--- config.mk ---
export PLATFORM = sky130hd
export DESIGN_NAME = alu_share_arb_flat
export DESIGN_NICKNAME = d
export VERILOG_FILES = /design/src/rtl/alu_share_arb_pkg.sv /design/src/rtl/alu_share_arb_if.sv /design/src/rtl/alu_share_arb_rr_pick.sv /design/src/rtl/alu_share_arb.sv /design/src/flat_wrapper.sv
export SDC_FILE = /design/constraint.sdc
export NUM_CORES = 1
export LEC_CHECK = 0
export BUFFER_PORTS_ARGS = -buffer_cell sky130_fd_sc_hd__buf_2
export CORE_AREA = 5 5 282 284
export DETAILED_ROUTE_END_ITERATION = 7
export DIE_AREA = 0 0 287 289
export REMOVE_ABC_BUFFERS = 1
export SETUP_SLACK_MARGIN = 0.2
export SLEW_MARGIN = 20
export SYNTH_ARGS = -nofsm -noshare
export SYNTH_HDL_FRONTEND = slang
export SYNTH_SLANG_ARGS = --single-unit
--- constraint.sdc ---
create_clock -name clk_i -period 2.8 [get_ports clk_i]
set_clock_uncertainty 0.15 [all_clocks]
set_input_delay 0.42 -clock clk_i [delete_from_list [all_inputs] [get_ports clk_i]]
set_output_delay 0.42 -clock clk_i [all_outputs]
set_load 0.01 [all_outputs]
--- src/rtl/alu_share_arb_pkg.sv ---
// Shared types for the ALU-sharing arbiter: functional-unit payload, op codes and
// the registered result record.
package alu_share_arb_pkg;

    localparam int unsigned XLEN          = 64;
    localparam int unsigned TRANS_ID_BITS = 3;
    // Wide enough for the largest supported requester count (8)
    localparam int unsigned ARB_IDX_W     = 3;

    typedef logic [XLEN-1:0] xlen_t;

    // ADD is encoding zero so an all-zero payload is a quiet ADD
    typedef enum logic [3:0] {
        ADD  = 4'd0,
        SUB  = 4'd1,
        XORL = 4'd2,
        ORL  = 4'd3,
        ANDL = 4'd4,
        EQ   = 4'd5,
        NE   = 4'd6,
        LTS  = 4'd7,
        LTU  = 4'd8
    } fu_op;

    typedef struct packed {
        fu_op                     operation;
        xlen_t                    operand_a;
        xlen_t                    operand_b;
        xlen_t                    imm;
        logic [TRANS_ID_BITS-1:0] trans_id;
    } fu_data_t;

    typedef struct packed {
        xlen_t                    result;
        logic                     branch;
        logic [TRANS_ID_BITS-1:0] trans_id;
        logic [ARB_IDX_W-1:0]     req_idx;
    } alu_arb_res_t;

endpackage

--- src/rtl/alu_share_arb_if.sv ---
// Requester, ALU and result-stage signals of the ALU-sharing arbiter.
interface alu_share_arb_if #(
    parameter int unsigned NUM_REQ = 2,
    parameter int unsigned IDX_W   = $clog2(NUM_REQ)
);
    import alu_share_arb_pkg::*;

    logic [NUM_REQ-1:0]       req_valid_i;
    logic [NUM_REQ-1:0]       req_ready_o;
    fu_data_t                 req_data_i [NUM_REQ];
    fu_data_t                 alu_data_o;
    xlen_t                    alu_result_i;
    logic                     alu_branch_res_i;
    logic                     res_valid_o;
    logic                     res_ready_i;
    xlen_t                    res_result_o;
    logic                     res_branch_o;
    logic [TRANS_ID_BITS-1:0] res_trans_id_o;
    logic [IDX_W-1:0]         res_req_idx_o;

    modport slave (
        input  req_valid_i, req_data_i, alu_result_i, alu_branch_res_i, res_ready_i,
        output req_ready_o, alu_data_o, res_valid_o, res_result_o, res_branch_o,
               res_trans_id_o, res_req_idx_o
    );

    modport master (
        output req_valid_i, req_data_i, alu_result_i, alu_branch_res_i, res_ready_i,
        input  req_ready_o, alu_data_o, res_valid_o, res_result_o, res_branch_o,
               res_trans_id_o, res_req_idx_o
    );

endinterface

--- src/rtl/alu_share_arb_rr_pick.sv ---
// Pointer-rotated priority picker: first set request at or above ptr, wrapping.
module rr_pick #(
    parameter int unsigned NUM_REQ = 2,
    parameter int unsigned IDX_W   = $clog2(NUM_REQ)
) (
    input  logic [NUM_REQ-1:0] req_i,
    input  logic [IDX_W-1:0]   ptr_i,
    output logic [NUM_REQ-1:0] gnt_c,
    output logic [IDX_W-1:0]   idx_c,
    output logic               any_c
);

    logic [IDX_W-1:0] cand;

    // Scan from the farthest offset down so the nearest request wins last
    always_comb begin
        gnt_c = '0;
        idx_c = '0;
        any_c = 1'b0;
        cand  = '0;
        for (int k = 0; k < int'(NUM_REQ); k++) begin
            cand = IDX_W'((32'(ptr_i) + 32'(NUM_REQ - 1 - 32'(k))) % NUM_REQ);
            if (req_i[cand]) begin
                gnt_c       = '0;
                gnt_c[cand] = 1'b1;
                idx_c       = cand;
                any_c       = 1'b1;
            end
        end
    end

endmodule

--- src/rtl/alu_share_arb.sv ---
// Round-robin share of one combinational ALU between NUM_REQ issue requesters,
// with a single registered valid/ready result stage.
module alu_share_arb
    import alu_share_arb_pkg::*;
#(
    parameter int unsigned NUM_REQ = 2,
    parameter int unsigned IDX_W   = $clog2(NUM_REQ)
) (
    input  logic            clk_i,
    input  logic            rst_i,
    input  logic            flush_i,
    alu_share_arb_if.slave  bus
);

    logic [IDX_W-1:0]   ptr_q, ptr_d;
    logic               res_valid_q, res_valid_d;
    alu_arb_res_t       res_q, res_d;

    logic [NUM_REQ-1:0] gnt_c;
    logic [IDX_W-1:0]   idx_c;
    logic               any_c;
    logic               can_issue_c;
    logic               grant_c;
    fu_data_t           alu_data_c;

    rr_pick #(
        .NUM_REQ (NUM_REQ),
        .IDX_W   (IDX_W)
    ) u_pick (
        .req_i (bus.req_valid_i),
        .ptr_i (ptr_q),
        .gnt_c (gnt_c),
        .idx_c (idx_c),
        .any_c (any_c)
    );

    // Grant depends only on valids, ptr, flush and the result stage, never on payload
    assign can_issue_c     = !rst_i && !flush_i && (!res_valid_q || bus.res_ready_i);
    assign grant_c         = can_issue_c && any_c;
    assign bus.req_ready_o = grant_c ? gnt_c : '0;

    // Idle ALU sees a constant zero ADD
    always_comb begin
        alu_data_c           = '0;
        alu_data_c.operation = ADD;
        if (grant_c) begin
            alu_data_c = bus.req_data_i[idx_c];
        end
    end

    assign bus.alu_data_o = alu_data_c;

    always_comb begin
        ptr_d       = ptr_q;
        res_valid_d = res_valid_q;
        res_d       = res_q;
        if (flush_i) begin
            res_valid_d = 1'b0;
        end else if (grant_c) begin
            res_valid_d    = 1'b1;
            res_d.result   = bus.alu_result_i;
            res_d.branch   = bus.alu_branch_res_i;
            res_d.trans_id = bus.req_data_i[idx_c].trans_id;
            res_d.req_idx  = ARB_IDX_W'(idx_c);
            if (idx_c == IDX_W'(NUM_REQ - 1)) begin
                ptr_d = '0;
            end else begin
                ptr_d = idx_c + IDX_W'(1);
            end
        end else if (res_valid_q && bus.res_ready_i) begin
            res_valid_d = 1'b0;
        end
    end

    always_ff @(posedge clk_i) begin
        if (rst_i) begin
            ptr_q       <= '0;
            res_valid_q <= 1'b0;
            res_q       <= '0;
        end else begin
            ptr_q       <= ptr_d;
            res_valid_q <= res_valid_d;
            res_q       <= res_d;
        end
    end

    assign bus.res_valid_o    = res_valid_q;
    assign bus.res_result_o   = res_q.result;
    assign bus.res_branch_o   = res_q.branch;
    assign bus.res_trans_id_o = res_q.trans_id;
    assign bus.res_req_idx_o  = IDX_W'(res_q.req_idx);

endmodule

--- src/flat_wrapper.sv ---
// flat-port wrapper written by rule: the top's interface ports become plain ports
module alu_share_arb_flat import alu_share_arb_pkg::*;
#(
    parameter int unsigned NUM_REQ = 2,
    parameter int unsigned IDX_W   = $clog2(NUM_REQ)
)
  (clk_i, rst_i, flush_i, bus_req_valid_i, bus_req_data_i, bus_alu_result_i, bus_alu_branch_res_i, bus_res_ready_i, bus_req_ready_o, bus_alu_data_o, bus_res_valid_o, bus_res_result_o, bus_res_branch_o, bus_res_trans_id_o, bus_res_req_idx_o);
  alu_share_arb_if #(.NUM_REQ(NUM_REQ), .IDX_W(IDX_W)) bus_i ();
  input  logic clk_i;
  input  logic rst_i;
  input  logic flush_i;
  input wire logic [$bits(bus_i.req_valid_i)-1:0] bus_req_valid_i;
  input wire logic [$bits(bus_i.req_data_i)-1:0] bus_req_data_i;
  input wire logic [$bits(bus_i.alu_result_i)-1:0] bus_alu_result_i;
  input wire logic [$bits(bus_i.alu_branch_res_i)-1:0] bus_alu_branch_res_i;
  input wire logic [$bits(bus_i.res_ready_i)-1:0] bus_res_ready_i;
  output wire logic [$bits(bus_i.req_ready_o)-1:0] bus_req_ready_o;
  output wire logic [$bits(bus_i.alu_data_o)-1:0] bus_alu_data_o;
  output wire logic [$bits(bus_i.res_valid_o)-1:0] bus_res_valid_o;
  output wire logic [$bits(bus_i.res_result_o)-1:0] bus_res_result_o;
  output wire logic [$bits(bus_i.res_branch_o)-1:0] bus_res_branch_o;
  output wire logic [$bits(bus_i.res_trans_id_o)-1:0] bus_res_trans_id_o;
  output wire logic [$bits(bus_i.res_req_idx_o)-1:0] bus_res_req_idx_o;
  assign bus_i.req_valid_i = bus_req_valid_i;
  assign bus_i.req_data_i = {>>{bus_req_data_i}};
  assign bus_i.alu_result_i = bus_alu_result_i;
  assign bus_i.alu_branch_res_i = bus_alu_branch_res_i;
  assign bus_i.res_ready_i = bus_res_ready_i;
  assign bus_req_ready_o = bus_i.req_ready_o;
  assign bus_alu_data_o = bus_i.alu_data_o;
  assign bus_res_valid_o = bus_i.res_valid_o;
  assign bus_res_result_o = bus_i.res_result_o;
  assign bus_res_branch_o = bus_i.res_branch_o;
  assign bus_res_trans_id_o = bus_i.res_trans_id_o;
  assign bus_res_req_idx_o = bus_i.res_req_idx_o;
  alu_share_arb #(.NUM_REQ(NUM_REQ), .IDX_W(IDX_W)) u_core (.clk_i(clk_i), .rst_i(rst_i), .flush_i(flush_i), .bus(bus_i));
endmodule
==> impl_metrics.toml <==
[status]
outcome = "completed"

[setup_path]
reg2reg_slack_ns = 1.01
crit_path_start_kind = "flip-flop"
path_buf_inv = 4
crit_chain = "buf_4 > nor2b_4 > buf_12 > buf_6 > o21ai_0 > a21oi_2 > buf_2"
r2r_cells = 5
end_kind = "output port"
crit_required_ns = 2.23
reg2reg_from = "u_core.bus.res_valid_o"
crit_type = "flip-flop to output port"
crit_path_max_fanout = 15
cpMaxStageDelayCell = "dfxtp_1"
crit_arrival_ns = 2.00
rr_endpoint = "u_core.ptr_q"
cpPeakStageDelay_ns = 0.32
critPathTopFamily = "buffers and inverters"

[logic_synthesis]
avgSynthCellArea_um2 = 6.269
synth_cell_types = 24
synth_top_area_cell = "dfxtp_1"
syn_area_mm2 = 0.006589
ys_ff_latch = 71
syn_inst = 1051
ys_seq_area_share_pct = 21.57
synth.area.top_cells = "dfxtp_1 (22%), a21oi_1 (20%), nand3_1 (15%)"
synth_top_area_share_pct = 21.57
yosys_warnings = 0

[timing]
setup_viol = 0
slew_viol_final = 0
worst_pin_slew_ns = 0.8778
final.setup.tns_ns = 0
post-route-min-period_ns = 2.566
holdWs_ns = 0.1708
grt_setup_unrepaired = "true"
slew_headroom_pct = 41.48
period_share_pct = 91.63
final_hold_viol_count = 0
max_freq_mhz = 389.8

[floorplan]
io_pins = 740
initial_utilization_pct = 8.576
die_area_mm2 = 0.08294
chipWidth_um = 287
die_y_um = 289
core_area_mm2 = 0.07683
rows = 102

[detailed_routing]
via_per_inst = 4.260
wirelength_um = 75430
drcViolationCount = 0
first_pass_iters = 8
post_drt_wl_per_cell_um = 26.92
drtIter0Drc = 882
num_vias = 11940
antenna_left = 0

[global_route]
grt_max_degree = 71
antenna_found_initial = 90
grt_pass1_wl_um = 96020
grt_usage_pct = 16.67
globalRouteOverflowTotal = 0
first_global_vias = 11160

[placement]
dp_cells = 2756
place.port_buffers = 739
dp_hpwl_um = 63320
gp_congestion = 0.9724

[clock_network]
cts_tree = "yes"
htree_levels = 3
clk-insertion-delay-late_ns = 0.35
cts_hold_buf = 0
clk_path_buf_depth = 2
numCtsBuffers = 9
cts_sinks = 71
clock-root-buffer = "clkbuf_16"
clk_pin_slew_ns = 0.08

[finish]
drive_above_1_share_pct = 50.98
fill_cells = 9029
fin_cells = 2802
final_cell_mix = "buf_2 (731), a21oi_1 (262), nand3_1 (199), o21ai_0 (199), buf_4 (77)"
multi_input_area_mm2 = 0.004526
final_common_cell = "buf_2"
utilization_pct = 16.15
final_nets = 2204
regArea_mm2 = 0.001421
area_delta_synth_final_pct = 88.30

[worst_hold_path]
hold_path.class = "input port to flip-flop"
worstHoldStart = "bus_alu_result_i[32]"
min_to = "u_core.bus.res_result_o[32]"
worstHoldPathCells = 3

[power_and_ir_drop]
p_leak_nw = 5.638
fin_total_pwr_mw = 3.965
p_per_area_mw_per_mm2 = 319.6
worst_ir_drop_vdd_v = 0.0002430

[run]
drv_cap = 0
[synth_stat cells (all sizes together)]
cell type	instances
nor2	2
nor2b	2
a311oi	3
clkbuf	108
buf	55
or2	2
nand3	200
o31ai	66
dfxtp	71
a21oi	267
inv	3
o21ai	199
nor3	1
o211a	1
nand2b	2
nand4	66
a31oi	3
[timing repair]
item,4_1_cts,5_1_grt
gates cloned,1,1
resized for setup,5,5
pin swaps,0,3
setup endpoints to repair,12,38
buffers inserted,2,4
[how the worst max path moves through the flow]
stage	from	end	slack, ns	cells past startpoint
after CTS	u_core.ptr_q	bus_alu_data_o[103]	0.13	7
after global routing	u_core.ptr_q	bus_alu_data_o[103]	0.15	7
after detailed placement	bus_req_valid_i[1]	bus_alu_data_o[93]	0.08	6
after floorplan	bus_req_valid_i[1]	bus_alu_data_o[0]	-5.15	3
after global placement	bus_req_valid_i[1]	bus_alu_data_o[93]	0.05	6
final	u_core.ptr_q	bus_alu_data_o[103]	0.23	7
[layer usage]
layer	track usage (%)	vias to the layer above	part of all wire, %	routed length (um)
li1	-	5350	-	-
met1	23.16	5610	44	32890
met2	25.67	791	43	32160
met3	5.287	141	11	8582
met4	2.883	44	2.0	1524
met5	0	-	0.37	282
[area by class of cell]
type | instances | area share, %
repair buffers | 836 | 38.48
multi-input cells | 814 | 36.48
flip-flops and latches | 71 | 11.46
well taps | 1040 | 10.49
clock buffers | 9 | 1.815
clock inverters | 7 | 0.6858
diodes | 22 | 0.4437
inverters | 3 | 0.1513
[tightest hold or removal path: stages]
cell and delay (ns):
buf_2 0.10, nand4_1 0.06, a21oi_1 0.05
[cell families after synthesis]
| logic type | count (synthesis) | synth area share (%) |
|---|---|---|
| AO/OA/AOI/OAI | 539 | 45.20 |
| flip-flops | 71 | 21.57 |
| AND/OR/NAND/NOR | 275 | 22.37 |
| buffers and inverters | 166 | 10.86 |
[flip-flops by register name, summed over array words and instances (netlist names)]
register / flops
u_core.bus.res_branch_o: 1
u_core.bus.res_valid_o: 1
u_core.bus.res_req_idx_o: 1
u_core.bus.res_result_o: 64
u_core.bus.res_trans_id_o: 3
u_core.ptr_q: 1
[report_power, final]
group          switching [mW]  internal (mW)
registers              0.0266           1.06
logic                   0.976          0.664
clock network           0.533          0.710
[through the flow]
step / setup slack, ns / instance area, um2
2_1_floorplan: -5.152 / 5884
4_1_cts: 0.1274 / 12280
5_1_grt: 0.1528 / 12360
3_5_place_dp: 0.08342 / 11890
6_report: 0.2344 / 12410
3_3_place_gp: 0.04546 / 11890
No activity file was read; power rests on OpenSTA's default activity.
